### src/rtl/pulse_train_generator.sv
// Synthetic pulse source: periodic pulse train with programmable epoch, period,
// width, count and LFSR-driven period jitter, plus ground-truth edge timing.
module pulse_train_generator #(
  parameter int unsigned CNT_W     = 32,
  parameter int unsigned PW_W      = 16,
  parameter logic [15:0] LFSR_SEED = 16'hACE1
) (
  input  logic             clk,
  input  logic             rst,
  input  logic             start,
  input  logic             stop,
  input  logic [CNT_W-1:0] period,
  input  logic [CNT_W-1:0] epoch,
  input  logic [PW_W-1:0]  pulse_width,
  input  logic [PW_W-1:0]  num_pulses,
  input  logic [7:0]       jitter_mask,
  output logic             pulse_out,
  output logic             busy,
  output logic             done,
  output logic             cfg_err,
  output logic [PW_W-1:0]  pulse_count,
  output logic [CNT_W-1:0] phase_cnt
);

  // One extra bit so P - W + jit never wraps.
  localparam int unsigned TW = CNT_W + 1;

  typedef enum logic [2:0] {
    S_IDLE,
    S_WAIT_EPOCH,
    S_HIGH,
    S_LOW,
    S_DONE
  } state_t;

  state_t           state_q, state_d;
  logic [TW-1:0]    cnt_q, cnt_d;
  logic [CNT_W-1:0] period_q, period_d;
  logic [PW_W-1:0]  width_q, width_d;
  logic [PW_W-1:0]  npulses_q, npulses_d;
  logic [7:0]       jmask_q, jmask_d;
  logic [15:0]      lfsr_q, lfsr_d;
  logic             cfg_err_q, cfg_err_d;
  logic [PW_W-1:0]  count_q, count_d;
  logic [CNT_W-1:0] phase_q, phase_d;
  logic             pulse_out_q, pulse_out_d;
  logic             busy_q, busy_d;
  logic             done_q, done_d;

  logic             rise_c;
  logic [15:0]      lfsr_next_c;
  logic [TW-1:0]    jit_c;
  logic [TW-1:0]    low_len_c;
  logic             cfg_bad_c;

  assign pulse_out   = pulse_out_q;
  assign busy        = busy_q;
  assign done        = done_q;
  assign cfg_err     = cfg_err_q;
  assign pulse_count = count_q;
  assign phase_cnt   = phase_q;

  // Fibonacci LFSR, taps 16/14/13/11, shifting left.
  assign lfsr_next_c = {lfsr_q[14:0], lfsr_q[15] ^ lfsr_q[13] ^ lfsr_q[12] ^ lfsr_q[10]};

  assign cfg_bad_c = (period == '0) || (pulse_width == '0) ||
                     (TW'(pulse_width) >= TW'(period));

  // Outputs trail the state by one edge, so the first HIGH cycle is the rising edge.
  assign rise_c = (state_q == S_HIGH) && (cnt_q == TW'(width_q) - TW'(1)) && !stop;

  always_comb begin
    state_d     = state_q;
    cnt_d       = cnt_q;
    period_d    = period_q;
    width_d     = width_q;
    npulses_d   = npulses_q;
    jmask_d     = jmask_q;
    lfsr_d      = lfsr_q;
    cfg_err_d   = cfg_err_q;
    count_d     = count_q;
    phase_d     = phase_q;
    pulse_out_d = (state_q == S_HIGH) && !stop;
    busy_d      = (state_q != S_IDLE) && !stop;
    done_d      = (state_q == S_DONE) && !stop;

    if (rise_c) begin
      lfsr_d  = lfsr_next_c;
      count_d = (count_q == '1) ? count_q : count_q + PW_W'(1);
      phase_d = '0;
    end else if (state_q == S_HIGH || state_q == S_LOW || state_q == S_DONE) begin
      phase_d = phase_q + CNT_W'(1);
    end

    // Jitter is taken after this cycle's advance (matters when W == 1).
    jit_c     = TW'(lfsr_d[7:0] & jmask_q);
    low_len_c = TW'(period_q) - TW'(width_q) + jit_c;

    case (state_q)
      S_IDLE: begin
        if (start && !stop) begin
          period_d  = period;
          width_d   = pulse_width;
          npulses_d = num_pulses;
          jmask_d   = jitter_mask;
          if (cfg_bad_c) begin
            cfg_err_d = 1'b1;
          end else begin
            cfg_err_d = 1'b0;
            count_d   = '0;
            lfsr_d    = LFSR_SEED;
            if (epoch == '0) begin
              state_d = S_HIGH;
              cnt_d   = TW'(pulse_width) - TW'(1);
            end else begin
              state_d = S_WAIT_EPOCH;
              cnt_d   = TW'(epoch) - TW'(1);
            end
          end
        end
      end
      S_WAIT_EPOCH: begin
        if (cnt_q == '0) begin
          state_d = S_HIGH;
          cnt_d   = TW'(width_q) - TW'(1);
        end else begin
          cnt_d = cnt_q - TW'(1);
        end
      end
      S_HIGH: begin
        if (cnt_q == '0) begin
          if (npulses_q != '0 && count_d == npulses_q) begin
            state_d = S_DONE;
          end else begin
            state_d = S_LOW;
            cnt_d   = low_len_c - TW'(1);
          end
        end else begin
          cnt_d = cnt_q - TW'(1);
        end
      end
      S_LOW: begin
        if (cnt_q == '0) begin
          state_d = S_HIGH;
          cnt_d   = TW'(width_q) - TW'(1);
        end else begin
          cnt_d = cnt_q - TW'(1);
        end
      end
      S_DONE: begin
        state_d = S_IDLE;
      end
      default: begin
        state_d = S_IDLE;
      end
    endcase

    if (stop && state_q != S_IDLE) begin
      state_d = S_IDLE;
    end
  end

  always_ff @(posedge clk) begin
    if (rst) begin
      state_q     <= S_IDLE;
      cnt_q       <= '0;
      period_q    <= '0;
      width_q     <= '0;
      npulses_q   <= '0;
      jmask_q     <= '0;
      lfsr_q      <= LFSR_SEED;
      cfg_err_q   <= 1'b0;
      count_q     <= '0;
      phase_q     <= '0;
      pulse_out_q <= 1'b0;
      busy_q      <= 1'b0;
      done_q      <= 1'b0;
    end else begin
      state_q     <= state_d;
      cnt_q       <= cnt_d;
      period_q    <= period_d;
      width_q     <= width_d;
      npulses_q   <= npulses_d;
      jmask_q     <= jmask_d;
      lfsr_q      <= lfsr_d;
      cfg_err_q   <= cfg_err_d;
      count_q     <= count_d;
      phase_q     <= phase_d;
      pulse_out_q <= pulse_out_d;
      busy_q      <= busy_d;
      done_q      <= done_d;
    end
  end

endmodule

### config.mk
export PLATFORM = sky130hd
export DESIGN_NAME = pulse_train_generator
export DESIGN_NICKNAME = d
export VERILOG_FILES = /design/src/rtl/pulse_train_generator.sv
export SDC_FILE = /design/constraint.sdc
export NUM_CORES = 1
export LEC_CHECK = 0
export CAP_MARGIN = 10
export CORE_MARGIN = 5
export CORE_UTILIZATION = 40
export CTS_CLUSTER_DIAMETER = 50
export DETAILED_ROUTE_END_ITERATION = 6
export DONT_BUFFER_PORTS = 1
export GPL_ROUTABILITY_DRIVEN = 0
export PLACE_DENSITY = 0.6
export SYNTH_ARGS = -nofsm -noshare
export SYNTH_HDL_FRONTEND = slang
export SYNTH_SLANG_ARGS = --single-unit
### constraint.sdc
create_clock -name clk -period 11.8 [get_ports clk]
set_input_delay 1.18 -clock clk [delete_from_list [all_inputs] [get_ports clk]]
set_output_delay 1.18 -clock clk [all_outputs]
set_load 0.005 [all_outputs]
; ---- Yosys cells after proc, flatten, opt, wreduce, memory -nomap -nowiden
; Cells that the tools add are included.
[word_totals]
out_inout_bits = 52
register_bits = 176
elab_cells = 90
inputBits = 108
[classes]
n_eq_ne = 12
n_reduce_logical = 27
n_mux = 24
magnitude_cmp = 1
bitwise = 4
addsub = 9
[op_table]
columns = operator, n
row1 = 33-bit two-way mux, 6
row2 = 16-bit two-way mux, 9
row3 = 33-bit one-hot mux with 3 select lines, 1
row4 = "33-bit by 1-bit subtractor with 33-bit output, second input constant", 2
row5 = 32-bit logical NOT, 2
row6 = "16-bit by 1-bit subtractor with 17-bit output, second input constant", 2
row7 = 33-bit by 8-bit adder with 33-bit output, 1
row8 = 33-bit == test, 1
row9 = 33-bit logical NOT, 1
row10 = "32-bit by 1-bit subtractor with 33-bit output, second input constant", 1
row11 = 32-bit by 16-bit subtractor with 33-bit output, 1
row12 = "32-bit by 1-bit adder with 32-bit output, second input constant", 1
row13 = 16-bit by 32-bit >= comparator with 1-bit output, 1
row14 = "16-bit by 1-bit adder with 16-bit output, second input constant", 1
row15 = 16-bit == test, 1
row16 = "16-bit == test, second input constant", 1
row17 = 16-bit logical NOT, 1
row18 = 16-bit nonzero test, 1
row19 = 3-bit two-way mux, 5
row20 = 3-bit one-hot mux with 3 select lines, 1
row21 = 8-bit bitwise AND, 1
row22 = 1-bit logical AND, 8
row23 = 4-bit AND reduction, 2
row24 = "3-bit by 2-bit == test with 1-bit output, second input constant", 2
row25 = other kinds (14), 24

; ---- Depth between registers and ports, before layout
; Gate-level depths: netlist of the first run.
[logic_depth]
word_depth = 11
depth_mapped = 30
ltp_nobuf = 27

; ---- Worst setup path after synthesis of the first run
; Ideal clock, no wire load.
[synth_timing]
path_type = input port to flip-flop
start = input stop
end = register cnt_q[32]
setup_slack_ns = 4.916
cell_stages = 25
setup_ns = 0.074
path_buffers = 2
arrival_time_ns = 6.809
required_ns = 11.726
path_cell_list = nor4b_1 nand4_1 or3_1 nor4_1 nand4b_2 buf_6 nor2_4 buf_1 mux2i_1 nand2b_1 fa_1 inv_1 ha_1 o21ai_0 nand4bb_1 a31oi_1 o221a_2 o21ai_0 a211oi_1 nand2_1 a21oi_1 xnor2_1 o31ai_1 or4_1 a31oi_1
[synth_via]
elab_chain_cells = 9
word_cells_on_any_way = 16
classes_between = add/sub (2) / eq/ne (3) / mux (5) / bitwise (1) / reduce/logical (5)
[synth_rtl]
columns = item, line_no
row1 = "start, declared", 11  ; input logic stop,
row2 = 1-bit logical NOT *, "70, 101"
row3 = 1-bit logical AND, 70  ; assign rise_c = (state_q == S_HIGH) && (cnt_q == TW'(width_q) - TW'(1)) && !stop;
row4 = 16-bit two-way mux, 87  ; if (rise_c) begin
row5 = 8-bit bitwise AND, 96  ; jit_c = TW'(lfsr_d[7:0] & jmask_q);
row6 = 33-bit by 8-bit adder with 33-bit output, 97  ; low_len_c = TW'(period_q) - TW'(width_q) + jit_c;
row7 = 33-bit by 1-bit subtractor with 33-bit output, 136  ; cnt_d = low_len_c - TW'(1);
row8 = 33-bit two-way mux, 132  ; if (npulses_q != '0 && count_d == npulses_q) begin
row9 = 33-bit two-way mux, 131  ; if (cnt_q == '0) begin
row10 = 33-bit one-hot mux with 3 select lines, 99  ; case (state_q)
row11 = "end signal, assigned", 180  ; cnt_q <= cnt_d;
row12 = "end, declared", 37  ; logic [TW-1:0] cnt_q, cnt_d;
; Every way passes the cells marked *; elsewhere a longest branch is shown, timed or not. The select of a mux whose other input is x is not followed.
; A chain may end at the register's enable or synchronous reset.

; ---- Worst setup path after layout of the first run
[layout_timing]
start = register width_q[0]
end = register cnt_q[32]
[layout_via]
elab_chain_cells = 11
word_cells_on_any_way = 18
classes_between = add/sub (4) / eq/ne (3) / mux (6) / bitwise (1) / reduce/logical (4)
[layout_rtl]
columns = item, line_no
row1 = "start, declared", 39  ; logic [PW_W-1:0] width_q, width_d;
row2 = "start signal, assigned", 182  ; width_q <= width_d;
row3 = 16-bit by 1-bit subtractor with 17-bit output, "70, 125, 145"
row4 = 33-bit == test, 70
row5 = 1-bit logical AND (2 in a row), 70
row6 = 16-bit two-way mux, 87
row7 = 8-bit bitwise AND, 96
row8 = 33-bit by 8-bit adder with 33-bit output, 97
row9 = 33-bit by 1-bit subtractor with 33-bit output, 136
row10 = 33-bit two-way mux, 132
row11 = 33-bit two-way mux, 131
row12 = 33-bit one-hot mux with 3 select lines, 99
; Parallel ways exist; a longest one is shown, timed or not. The select of a mux whose other input is x is not followed.

==> summary.txt, run 1 <==
Placed design
  – Detail Placement HPWL: 30500 um
  – Setup WS pre-CTS: 3.65 ns
  – PortBufs: 0
  – Post-placement cell count: 2076
  – Placed Area: 13300 um^2

Setup path
  – Worst EP arrival: 8.12 ns
  – Req. time, crit path: 12.18 ns
  – Critical path's largest stage delay: 0.68 ns
  – Slowest CP cell: nor2_4
  – Setup crit end kind: flip-flop
  – CP max FO: 18
  – Worst Path Class, Setup: reg2reg
  – Startpoint types: flip-flop

Floorplan
  – Die Width: 190 um
  – Die area: 36200 um^2
  – Starting Density: 0.403
  – Top Ports: 160
  – Core outline area: 32300 um^2
  – Die Height: 190 um
  – FP Rows: 66

Logic synthesis
  – Avg Inst Size Synth: 7.60 um^2
  – Synth Cell Area: 13000 um^2
  – FFs w/ async S/R, synth: 0
  – Main synth FF type: dfxtp_1
  – Synth cell types: 92
  – EDFF count, synth: 0
  – Syn Nets: 1889
  – Cells after Synth: 1711
  – Sequential share of the synthesized area: 0.271
  – YS warnings: 0
  – #FFs+latches synth: 176

Layout
  – Layout cell share with drive strength beyond 1: 0.0510
  – Post-route cell area: 13900 um^2
  – Layout area overhead: 6.75%
  – Nets: 1831
  – Final Non-Filler Cells: 2108
  – # diodes: 0
  – Filler instances: 3355
  – Area of the multi-input gates: 8800 um^2
  – Sequential cell area: 3520 um^2
  – Post-layout util: 0.430

Global routing
  – Initial antenna violation count: 0
  – First-pass GRT wire length: 63800 um
  – GRT overflow: 0
  – Gr usage total: 0.220
  – Vias in the first global route: 11500
  – Maximum number of pins on one net before global-route repair: 109

Timing
  – Max-slew violations: 0
  – Setup total negative slack: 0 ns
  – Final Hold Fails: 0
  – Tmin final: 7.74 ns
  – # setup viols final: 0
  – Worst rel slew slack: 0.249
  – Measured slew at the worst slew-check pin: 1.13 ns
  – RSZ-0062 raised after global routing: false
  – Clock skew: 0.0139 ns
  – Tcrit/Tclk final: 0.656
  – Achievable Freq: 129 MHz
  – Final setup margin: 4.06 ns

Clocking
  – Post-cts resize count: 0
  – Number of setup buffers added after CTS: 0
  – CTS Hold Bufs: 0
  – Sink Count: 176
  – Clock buffer count from CTS: 17
  – Reg clk slew, reported paths: 0.08 ns
  – Worst skew pair latency: 0.45 ns
  – TritonCTS clock tree: built
  – H-tree depth: 4
  – Deepest clock path buffer count: 2
  – Clk root buf: clkbuf_16

Status
  – Status: finished, final reports clean

Drt
  – DR vias: 12100
  – Drt total wl: 40400 um
  – Routed wire per std cell: 19.2 um
  – Iteration-0 DRC Markers: 726
  – Routed vias/inst: 5.72
  – Drc violations: 0
  – First-pass DRT Iterations: 5
  – Post-route antenna net violation count: 0

Run
  – Max cap viols: 0

Min path
  – Hold Path Class: reg2reg

Pwr
  – Leak: 5.01 nW
  – Max IR drop VDD: 0.100 mV
  – PwrDens: 128 nW/um^2
cells in the mapped netlist, types with 50 or more instances:
cell type | instances | area share
dfxtp_1 | 176 | 0.27
xnor2_1 | 98 | 0.066
ha_1 | 61 | 0.059
o21ai_0 | 51 | 0.020
inv_1 | 87 | 0.025
nor4_1 | 50 | 0.024
nand2_1 | 245 | 0.071
clkbuf_1 | 69 | 0.020
nor3_1 | 65 | 0.025
nor2_1 | 149 | 0.043
xor2_1 | 64 | 0.043
a21oi_1 | 156 | 0.060
critical path, delay by kind of cell, from the launching register on:
kind,cells,cell delay [ns]
AO/OA/AOI/OAI,9,2.45
XOR/XNOR,1,0.16
adder cells (fa/ha/maj),3,1.06
buffers and inverters,2,0.16
flip-flops,1,0.42
multiplexers,2,0.41
AND/OR/NAND/NOR,8,2.99
per-stage QoR:
stage / hold slack [ns] / power (W)
final: 0.455 / 0.00178
after global routing: 0.487 / 0.00188
after CTS: 0.459 / 0.00179
after detailed placement: 0.448 / 0.00120
after global placement: 0.438 / 0.00120
after floorplan: 0.432 / 0.00109
layout make-up:
cell class | instances | share of cell area
tap | 442 | 0.0398
timing repair buffer | 11 | 0.00595
clock inverter | 12 | 0.0107
sequential | 176 | 0.254
inverter | 88 | 0.0238
multi-input combinational | 1359 | 0.634
clock buffer | 20 | 0.0322
kinds of logic (layout without fill, tap and decap cells):
| family | Yosys count | count (layout) | share of synthesized area |
|---|---|---|---|
| AOI/OAI and AO/OA | 379 | 379 | 0.188 |
| xor gates and xnor gates | 168 | 168 | 0.120 |
| adders and majority gates | 70 | 70 | 0.0725 |
| buffers and inverters | 176 | 131 | 0.0554 |
| DFF | 176 | 176 | 0.271 |
| muxes | 26 | 26 | 0.0203 |
| and+or+nand+nor | 716 | 716 | 0.273 |
layout by cell type (no fill, tap or decap), types with 5 or more instances in the layout:
master / instances
and4_1: 9
or3_1: 16
nor2_1: 148
a211oi_2: 5
xor2_1: 64
and2_1: 7
a31oi_1: 14
a21o_1: 18
a22oi_1: 6
nand2_1: 244
nor2b_1: 12
nand3b_1: 5
or4_1: 10
a211oi_1: 15
nand2b_1: 25
fa_1: 9
o21bai_1: 7
xnor2_1: 98
inv_1: 87
nor3_1: 65
nand4_1: 27
clkbuf_16: 17
o22ai_1: 19
o211ai_1: 14
o21ai_0: 51
ha_1: 61
nand3_1: 46
nor4_1: 50
mux2i_1: 23
and3_1: 16
o31ai_1: 11
buf_4: 11
a311oi_1: 5
a21oi_1: 156
dfxtp_1: 176
xnor3_1: 6
nor4b_1: 6
worst paths after layout:
check                           startpoint                  endpoint  slack, ns  cells after the start
setup / recovery   width_q[0]$_SDFFE_PP0P_    cnt_q[32]$_SDFFE_PP0P_       4.06                     25
hold / removal    period_q[3]$_SDFFE_PP0P_  period_q[3]$_SDFFE_PP0P_       0.46                      2
setup reg to reg   width_q[0]$_SDFFE_PP0P_    cnt_q[32]$_SDFFE_PP0P_       4.06                     25
hold reg to reg   period_q[3]$_SDFFE_PP0P_  period_q[3]$_SDFFE_PP0P_       0.46                      2
metal layers:
metal	part of all wire	GRT usage
met1	0.45	0.296
met2	0.45	0.350
met3	0.074	0.0516
met4	0.023	0.0685
met5	0	0
registers in the layout, indices dropped and copies added, names as in the netlist:
register and flops:
cnt_q 33, period_q 32, phase_cnt 32, lfsr_q 16
npulses_q 16, pulse_count 16, width_q 16, jmask_q 8
state_q 3, busy 1, cfg_err 1, done 1
pulse_out 1
power by group:
group	total, W	leakage, nW	internal (W)	switching [W]
clock network	0.000586	0.282	0.000323	0.000263
logic	0.000525	3.30	0.000216	0.000309
registers	0.000671	1.43	0.000624	0.0000477
(Power assumes the default switching activity.)
==> run 2, diff against run 1 <==
==> constraint.sdc (replaced) <==
create_clock -name clk -period 7.85 [get_ports clk]
set_input_delay 0.785 -clock clk [delete_from_list [all_inputs] [get_ports clk]]
set_output_delay 0.785 -clock clk [all_outputs]
set_load 0.005 [all_outputs]
==> summary.txt, run 2 (same netlist as run 1, synthesis figures left out) <==
Status
  – Status: finished, final reports clean

Timing
  – Final Hold Fails: 0
  – Worst rel slew slack: 0.229
  – Hold Worst Slack: 0.414 ns
  – Measured slew at the worst slew-check pin: 1.16 ns
  – Clock skew: 0.0142 ns
  – # setup viols final: 0
  – Setup total negative slack: 0 ns
  – Tmin final: 7.16 ns
  – Max-slew violations: 0
  – Tcrit/Tclk final: 0.913
  – RSZ-0062 raised after global routing: false
  – Achievable Freq: 140 MHz

Global routing
  – Vias in the first global route: 11400
  – Initial antenna violation count: 0
  – Maximum number of pins on one net before global-route repair: 109
  – First-pass GRT wire length: 63400 um
  – Gr usage total: 0.219
  – GRT overflow: 0

Clocking
  – TritonCTS clock tree: built
  – Clk root buf: clkbuf_16
  – H-tree depth: 4
  – Worst skew pair latency: 0.45 ns
  – Sink Count: 176
  – Reg clk slew, reported paths: 0.07 ns
  – Number of setup buffers added after CTS: 0
  – Clock buffer count from CTS: 17
  – Deepest clock path buffer count: 2
  – Post-cts resize count: 0
  – CTS Hold Bufs: 0

Run
  – Max cap viols: 0

Drt
  – Drt total wl: 40800 um
  – First-pass DRT Iterations: 5
  – DR vias: 12100
  – Routed wire per std cell: 19.3 um
  – Drc violations: 0
  – Iteration-0 DRC Markers: 791
  – Routed vias/inst: 5.72
  – Post-route antenna net violation count: 0

Placed design
  – Detail Placement HPWL: 30900 um
  – PortBufs: 0

Setup path
  – Worst Path Class, Setup: reg2reg
  – Worst reg2reg path startpoint: width_q[0]$_SDFFE_PP0P_
  – CP endpoint: cnt_q[32]$_SDFFE_PP0P_
  – Setup crit end kind: flip-flop
  – Worst EP arrival: 7.54 ns
  – FF-to-FF setup slack: 0.69 ns
  – CP max FO: 17
  – Startpoint types: flip-flop
  – R2r worst-path depth: 25
  – RR Endpoint: cnt_q[32]$_SDFFE_PP0P_
  – CP Launch Point: width_q[0]$_SDFFE_PP0P_
  – Req. time, crit path: 8.23 ns

Layout
  – Layout area overhead: 6.79%
  – # diodes: 0
  – Commonest cells after routing, fill and taps aside: 244 x nand2_1, 176 x dfxtp_1, 156 x a21oi_1, 148 x nor2_1, 98 x xnor2_1
  – Nets: 1833
  – Most common cell after layout, fill and taps aside: nand2_1
  – Layout cell share with drive strength beyond 1: 0.0522
  – Largest Register: cnt_q
  – Max reg flops: 33

Pwr
  – Max IR drop VDD: 0.181 mV
  – Clock power share: 0.328
  – Leak: 5.01 nW
  – Gate power share: 0.296
  – Int Power: 0.00174 W
  – PwrDens: 193 nW/um^2
  – Net Sw Power: 0.000943 W
  – Reg power frac: 0.377
  – Sw frac: 0.352

Min path
  – Hold Path Class: in2reg
  – Hold path depth: 1

Floorplan
  – Die area: 36200 um^2
  – Top Ports: 160
  – Die Height: 190 um
  – Starting Density: 0.403
  – Die Width: 190 um
  – FP Rows: 66
  – Core outline area: 32300 um^2
[run 2: changes by cell type in the layout (fill, tap and decap cells not counted), sizes merged]
| cell | change |
|---|---|
| buf | +2 |
| clkbuf | -1 |
| clkinvlp | +1 |
[run 2: final cells by class]
| class | instances | area, um^2 |
|---|---|---|
| tap | 442 | 553 |
| timing repair buffer | 13 | 97.6 |
| multi-input combinational | 1359 | 8800 |
| fill | 3328 | 18400 |
| sequential | 176 | 3520 |
| clock buffer | 19 | 433 |
| inverter | 88 | 330 |
| clock inverter | 13 | 153 |
[run 2: layer usage]
layer  GRT usage  share of wire  vias up
met3      0.0560          0.077       58
met1       0.292           0.45     5614
met2       0.343           0.44      428
met5           0              0        -
met4      0.0779          0.029        0
li1            -              -     5971
[run 2: worst max-delay path: stages (launching register included)]
cell and delay, ns:
dfxtp_1 0.41, inv_1 0.10, ha_1 0.23, nor3b_2 0.43, nand4_1 0.24, xnor2_1 0.24
a211oi_2 0.39, nand2_2 0.35, nor2_4 0.39, mux2i_1 0.14, nand2b_1 0.17, fa_1 0.53
inv_1 0.06, ha_1 0.30, a211oi_1 0.40, o211ai_1 0.21, a31oi_1 0.49, o221a_2 0.36
o21ai_0 0.17, a211oi_1 0.43, nand2_1 0.10, a21oi_1 0.17, xnor2_1 0.14, o31ai_1 0.07
or4_1 0.41, a31oi_1 0.16
[run 2: how the worst min path moves through the flow]
stage	start	slack (ns)	end
final	stop	0.41	busy$_SDFF_PP0_
after global routing	stop	0.39	busy$_SDFF_PP0_
after CTS	stop	0.38	busy$_SDFF_PP0_
after detailed placement	period_q[15]$_SDFFE_PP0P_	0.45	period_q[15]$_SDFFE_PP0P_
after global placement	period_q[7]$_SDFFE_PP0P_	0.44	period_q[7]$_SDFFE_PP0P_
after floorplan	jmask_q[1]$_SDFFE_PP0P_	0.43	jmask_q[1]$_SDFFE_PP0P_
[run 2: stage by stage]
step | utilization | std cells | total power (W) | setup slack (ns) | cell area (um^2)
after CTS | 0.430 | 2110 | 0.00269 | 0.730 | 13900
after floorplan | - | 1711 | 0.00163 | 1.36 | 13000
after global placement | 0.412 | 2078 | 0.00180 | 0.964 | 13300
after global routing | 0.430 | 2110 | 0.00282 | 0.226 | 13900
final | 0.430 | 2110 | 0.00268 | 0.686 | 13900
after detailed placement | 0.412 | 2078 | 0.00181 | 0.794 | 13300
[run 2: power by group through the flow]
stage / logic, W / clock network [W] / registers [W]
after floorplan: 0.000639 / 0 / 0.000993
after global placement: 0.000776 / 0 / 0.00103
after detailed placement: 0.000778 / 0 / 0.00103
after CTS: 0.000784 / 0.000896 / 0.00101
after global routing: 0.000874 / 0.000929 / 0.00102
final: 0.000793 / 0.000879 / 0.00101
